==> config.mk <==
export PLATFORM = sky130hd
export DESIGN_NAME = mem_access_unit
export DESIGN_NICKNAME = d
export VERILOG_FILES = /design/src/rtl/mem_pkg.sv /design/src/rtl/mem_watchdog.sv /design/src/rtl/mem_access_unit.sv
export SDC_FILE = /design/constraint.sdc
export NUM_CORES = 1
export LEC_CHECK = 0
export BUFFER_PORTS_ARGS = -buffer_cell sky130_fd_sc_hd__buf_2
export CAP_MARGIN = 5
export CELL_PAD_IN_SITES_DETAIL_PLACEMENT = 1
export CELL_PAD_IN_SITES_GLOBAL_PLACEMENT = 1
export CORE_MARGIN = 3
export CORE_UTILIZATION = 27
export CTS_CLUSTER_SIZE = 40
export DETAILED_ROUTE_END_ITERATION = 7
export MAX_ROUTING_LAYER = met4
export PLACE_DENSITY_LB_ADDON = 0.15
export SLEW_MARGIN = 30
export SYNTH_ARGS = -nofsm -noshare
export SYNTH_HDL_FRONTEND = slang
export SYNTH_HIERARCHICAL = 1
export SYNTH_SLANG_ARGS = --single-unit
export TNS_END_PERCENT = 100
==> constraint.sdc <==
create_clock -name clk -period 3.32 [get_ports clk]
set_input_delay 0.996 -clock clk [delete_from_list [all_inputs] [get_ports clk]]
set_output_delay 0.996 -clock clk [all_outputs]
set_load 0.005 [all_outputs]
==> src/rtl/mem_pkg.sv <==
// Shared types and constants for the memory-stage access controller.
package mem_pkg;

    // Access FSM: idle/issue, waiting for the memory, one-cycle result slot.
    typedef enum logic [1:0] {
        IDLE = 2'd0,
        WAIT = 2'd1,
        DONE = 2'd2
    } mem_state_t;

    // Load data presented when the watchdog abandons an access.
    localparam logic [31:0] MEM_ERR_DATA = 32'hDEAD_BEEF;

    // Default data-memory word-address width.
    localparam int unsigned ADDR_W_DEFAULT = 16;

endpackage

==> src/rtl/mem_watchdog.sv <==
// Wait-cycle watchdog: counts enabled cycles and flags the cycle in which
// the LIMIT-th consecutive enabled cycle occurs.
module mem_watchdog #(
    parameter int unsigned LIMIT = 64
) (
    input  logic clk,
    input  logic rst,
    input  logic clr,
    input  logic en,
    output logic expired
);

    localparam int unsigned CW = (LIMIT > 1) ? $clog2(LIMIT) : 1;

    logic [CW-1:0] count;

    // Count enabled cycles; clear has priority over counting.
    always_ff @(posedge clk) begin
        if (rst || clr) begin
            count <= '0;
        end else if (en) begin
            count <= count + 1'b1;
        end
    end

    assign expired = en && (count == CW'(LIMIT - 1));

endmodule

==> src/rtl/mem_access_unit.sv <==
// Memory-stage access controller: issues a request/ready access to the data
// memory, stalls upstream while it is outstanding and zeroes the writeback
// controls (bubbles) until the access completes.
// Optional feature: define MEM_TIMEOUT_EN to enable the WAIT watchdog and
// the MemErr timeout pulse.
module mem_access_unit
    import mem_pkg::*;
#(
    parameter int unsigned ADDR_W         = ADDR_W_DEFAULT,
    parameter int unsigned TIMEOUT_CYCLES = 64
) (
    input  logic              clk,
    input  logic              rst,
    input  logic              PCSrcM,
    input  logic              RegWriteM,
    input  logic              MemtoRegM,
    input  logic              MemWriteM,
    input  logic [31:0]       ALUResultM,
    input  logic [31:0]       WriteDataM,
    input  logic [2:0]        WA3M,
    output logic              PCSrcMo,
    output logic              RegWriteMo,
    output logic              MemtoRegMo,
    output logic [31:0]       ALUResultMo,
    output logic [31:0]       MemOut,
    output logic [2:0]        WA3Mo,
    output logic              StallM,
    output logic              MemReq,
    output logic              MemWE,
    output logic [ADDR_W-1:0] MemAddr,
    output logic [31:0]       MemWData,
    input  logic              MemReady,
    input  logic [31:0]       MemRData,
    output logic              MemErr
);

    mem_state_t  state_q, state_d;
    logic [31:0] data_q;
    logic        err_q;
    logic        memop;
    logic        req_c, stall_c, pass_c, capture_c, to_err_c;
    logic [31:0] mem_out_c;
    logic        wd_expired;

    assign memop = MemtoRegM | MemWriteM;

    // State register.
    always_ff @(posedge clk) begin
        if (rst) begin
            state_q <= IDLE;
        end else begin
            state_q <= state_d;
        end
    end

    // Captured load data and the timeout flag for the following DONE cycle.
    always_ff @(posedge clk) begin
        if (rst) begin
            data_q <= '0;
            err_q  <= 1'b0;
        end else begin
            err_q <= to_err_c;
            if (capture_c && MemtoRegM) begin
                data_q <= MemRData;
            end else if (to_err_c) begin
                data_q <= MEM_ERR_DATA;
            end
        end
    end

    // Next-state logic and request/stall/bubble decode.
    always_comb begin
        state_d   = state_q;
        req_c     = 1'b0;
        stall_c   = 1'b0;
        pass_c    = 1'b1;
        capture_c = 1'b0;
        to_err_c  = 1'b0;
        mem_out_c = data_q;
        case (state_q)
            IDLE: begin
                if (memop) begin
                    req_c   = 1'b1;
                    stall_c = 1'b1;
                    pass_c  = 1'b0;
                    if (MemReady) begin
                        state_d   = DONE;
                        capture_c = 1'b1;
                    end else begin
                        state_d = WAIT;
                    end
                end
            end
            WAIT: begin
                req_c   = 1'b1;
                stall_c = 1'b1;
                pass_c  = 1'b0;
                if (MemReady) begin
                    state_d   = DONE;
                    capture_c = 1'b1;
                end else if (wd_expired) begin
                    state_d  = DONE;
                    to_err_c = 1'b1;
                end
            end
            DONE: begin
                state_d = IDLE;
                if (MemWriteM && !err_q) begin
                    mem_out_c = '0;
                end
            end
            default: begin
                state_d = IDLE;
            end
        endcase
    end

    // Reset forces a bubble and withdraws any outstanding request.
    assign MemReq     = req_c & ~rst;
    assign StallM     = stall_c & ~rst;
    assign PCSrcMo    = PCSrcM & pass_c & ~rst;
    assign RegWriteMo = RegWriteM & pass_c & ~err_q & ~rst;
    assign MemtoRegMo = MemtoRegM & pass_c & ~rst;
    assign MemOut     = mem_out_c;

    assign ALUResultMo = ALUResultM;
    assign WA3Mo       = WA3M;
    assign MemAddr     = ALUResultM[ADDR_W+1:2];
    assign MemWData    = WriteDataM;
    assign MemWE       = MemReq & MemWriteM;

`ifdef MEM_TIMEOUT_EN
    logic wd_clr, wd_en;
    assign wd_clr = (state_q == DONE);
    assign wd_en  = (state_q == WAIT);

    mem_watchdog #(
        .LIMIT(TIMEOUT_CYCLES)
    ) u_watchdog (
        .clk    (clk),
        .rst    (rst),
        .clr    (wd_clr),
        .en     (wd_en),
        .expired(wd_expired)
    );

    assign MemErr = err_q & ~rst;
`else
    logic unused_timeout;
    assign unused_timeout = |TIMEOUT_CYCLES;
    assign wd_expired     = 1'b0;
    assign MemErr         = 1'b0;
`endif

endmodule
==> summary.txt <==
STA
  • Hold slack: 0.470 ns
  • Slew headroom: 0.618
  • Final setup viols: 0
  • Setup tns final: 0 ns
  • Final Critical Period: 2.89 ns
  • Worst-margin pin slew: roughly 0.57 ns
  • Slew Viols, Final: 0
  • Clk_skew: ~0.005 ns
  • RSZ-0062 raised after global routing: no
  • Part of the cycle the worst path needs: 0.869
  • Max Freq: approximately 0.35 GHz
  • Hold Fails Final Rpt: 0

Worst setup path
  • Kind of critical path: in2out
  • Critical Path RT: approximately 2.3 ns
  • Worst Setup Start Kind: primary input
  • Crit end category: output pin
  • Crit path DAT: 1.89 ns
  • Crit-path max FO: 5

Global route
  • First-pass GRT wire length: between 7000 and 8000 microns
  • Initial antenna violation count: 0
  • Global Route Usage Sum: 0.0990
  • GRT Residual Overflow: 0
  • Vias in the first global route: between 1,500 and 2,000
  • Largest net degree at the start of global routing: 67

Power
  • PD cells: 373 nW/um^2
  • Total power: between 0.0008 and 0.0009 W
  • Leak: around 1.1 nW
  • Worst VDD drop: around 0.14 mV

Drt
  • DRT Pass-1 Iters: 4
  • Number of remaining DRC errors: 0
  • Post-route ant nets: 0
  • Via-per-instance ratio: about 4.1
  • Routed WL: just under 5000 microns
  • Total number of vias: 1,513
  • DR iter-0 viols: 9
  • Routed length per placed instance: 13.2 microns

Placed design
  • Detailed placement HPWL: 3450 microns
  • IO buf count: 76
  • DP Cell Count: 362
  • Placer congestion estimate: 0.674

Synth
  • Synth Instances: roughly 270
  • Sequential-to-total area share from yosys stat: 0.278
  • Syn Nets: 380
  • Ys Warns: 6
  • Library cells used by synthesis: 19
  • Post-synthesis register bit count: 34
  • Synthesized area: ~2400 sq um
  • Mapped Avg Cell Area: ~9 sq um

Clocking
  • Clock transition at the registers of the reported paths: ~0.060 ns
  • CTS buffer count: 5
  • H-Tree Depth: 2
  • CTS Hold Buffers Added: 0
  • CTS tree: yes
  • Clock Latency Late Sink: between 0.2 and 0.3 ns
  • Clk buf depth: 2
  • Clk Tree Root Cell: clkbuf_8
  • PostCTS Resize Cnt: 0
  • Post-CTS Setup Repair Bufs: 0
  • CTS sink count: 34

Die
  • # IOs: 228
  • Core Area: 8760 sq um
  • Rows: 34
  • Die area: ~10,000 sq um
  • Die Ht: 101 microns
  • Initial core utilization: 0.279
  • Die width: 101 microns

Cells and area
  • Fin cells: roughly 370
  • # diodes: 0
  • Commonest non-fill, non-tap cell in the layout: buf_2
  • Nets: roughly 370
  • Fillers: ~1,100
  • Area grow syn2layout: -5.63%
  • Layout cell share with drive strength beyond 1: 0.333
  • Commonest cells after routing, fill and taps aside: buf_2 (76), nand2b_1 (64), dfxtp_1 (34)
  • Core Util, Final: 0.263

Hold path
  • Worst hold path class: reg2reg

Job
  • Maxcap violations: 0

Run status
  • Status: finished, final reports clean
-- flip-flops by register name, indices dropped and copies added (netlist names) --
signal / flops
data_q: 32
state_q: 2
-- critical path, cell delays in order --
cell and delay, ns:
buf_2 0.11, nor3_1 0.47, o211a_1 0.20, buf_2 0.11
-- worst paths after layout --
kind         startpoint          to  slack (ns)  depth (start not counted)
max           MemWriteM     PCSrcMo        0.43                          4
min          data_q[27]  data_q[27]        0.47                          2
max reg2reg  state_q[1]   data_q[4]        1.84                          3
min reg2reg  data_q[27]  data_q[27]        0.47                          2
-- power by group --
group          total [W]  internal (W)  switching, W
Sequential      0.000440      0.000429     0.0000107
Combinational   0.000139     0.0000776     0.0000617
Clock           0.000283      0.000144      0.000139
Total           0.000862      0.000651      0.000211
-- through the flow --
step / setup WS [ns] / instance area (sq um)
after global routing: 0.312 / 2310
after detailed placement: 0.416 / 2230
final: 0.434 / 2310
after CTS: 0.421 / 2310
after global placement: 0.416 / 2230
after floorplan: 0.627 / 2450
-- cell families (layout without fill, tap and decap cells) --
logic type | Yosys count | count (layout) | share of synthesized area
buf+inv | 101 | 88 | 0.313
other cells | 1 | 1 | 0.00153
mux | 32 | 32 | 0.131
compound gates | 2 | 2 | 0.00818
flops | 34 | 34 | 0.278
simple gates | 104 | 104 | 0.269
-- synthesized netlist by cell type --
master	count	area, sq um
nor3b_1	1	7.51
dfxtp_1	34	681
mux2i_1	32	320
inv_1	1	3.75
nor4b_1	1	8.76
o211a_1	2	20.0
nand3b_1	1	7.51
buf_2	2	10.0
and2_1	32	200
buf_6	2	22.5
and3b_1	1	8.76
nor3_1	2	10.0
nand2b_1	64	400
buf_12	3	60.1
buf_4	85	638
conb_1	1	3.75
nor4_1	1	6.26
and3_2	1	7.51
clkbuf_1	8	30.0
-- per-layer routing --
metal  up-vias  track usage  share of wire  wire (microns)
li1        742            -              -               -
met1       692        0.114           0.43            2080
met2        65        0.159           0.49            2380
met3        14       0.0324          0.077             376
met4         0       0.0389         0.0082              40
met5         -            -              0               0
-- final cells by class --
class	count	area, sq um	area share
multi-input combinational	139	1000	0.434
tap	108	135	0.0585
sequential	34	681	0.295
clock buffer	7	76.3	0.0331
inverter	1	3.75	0.00163
timing repair buffer	80	410	0.178
Note: power is estimated with default switching activity, not from simulation.
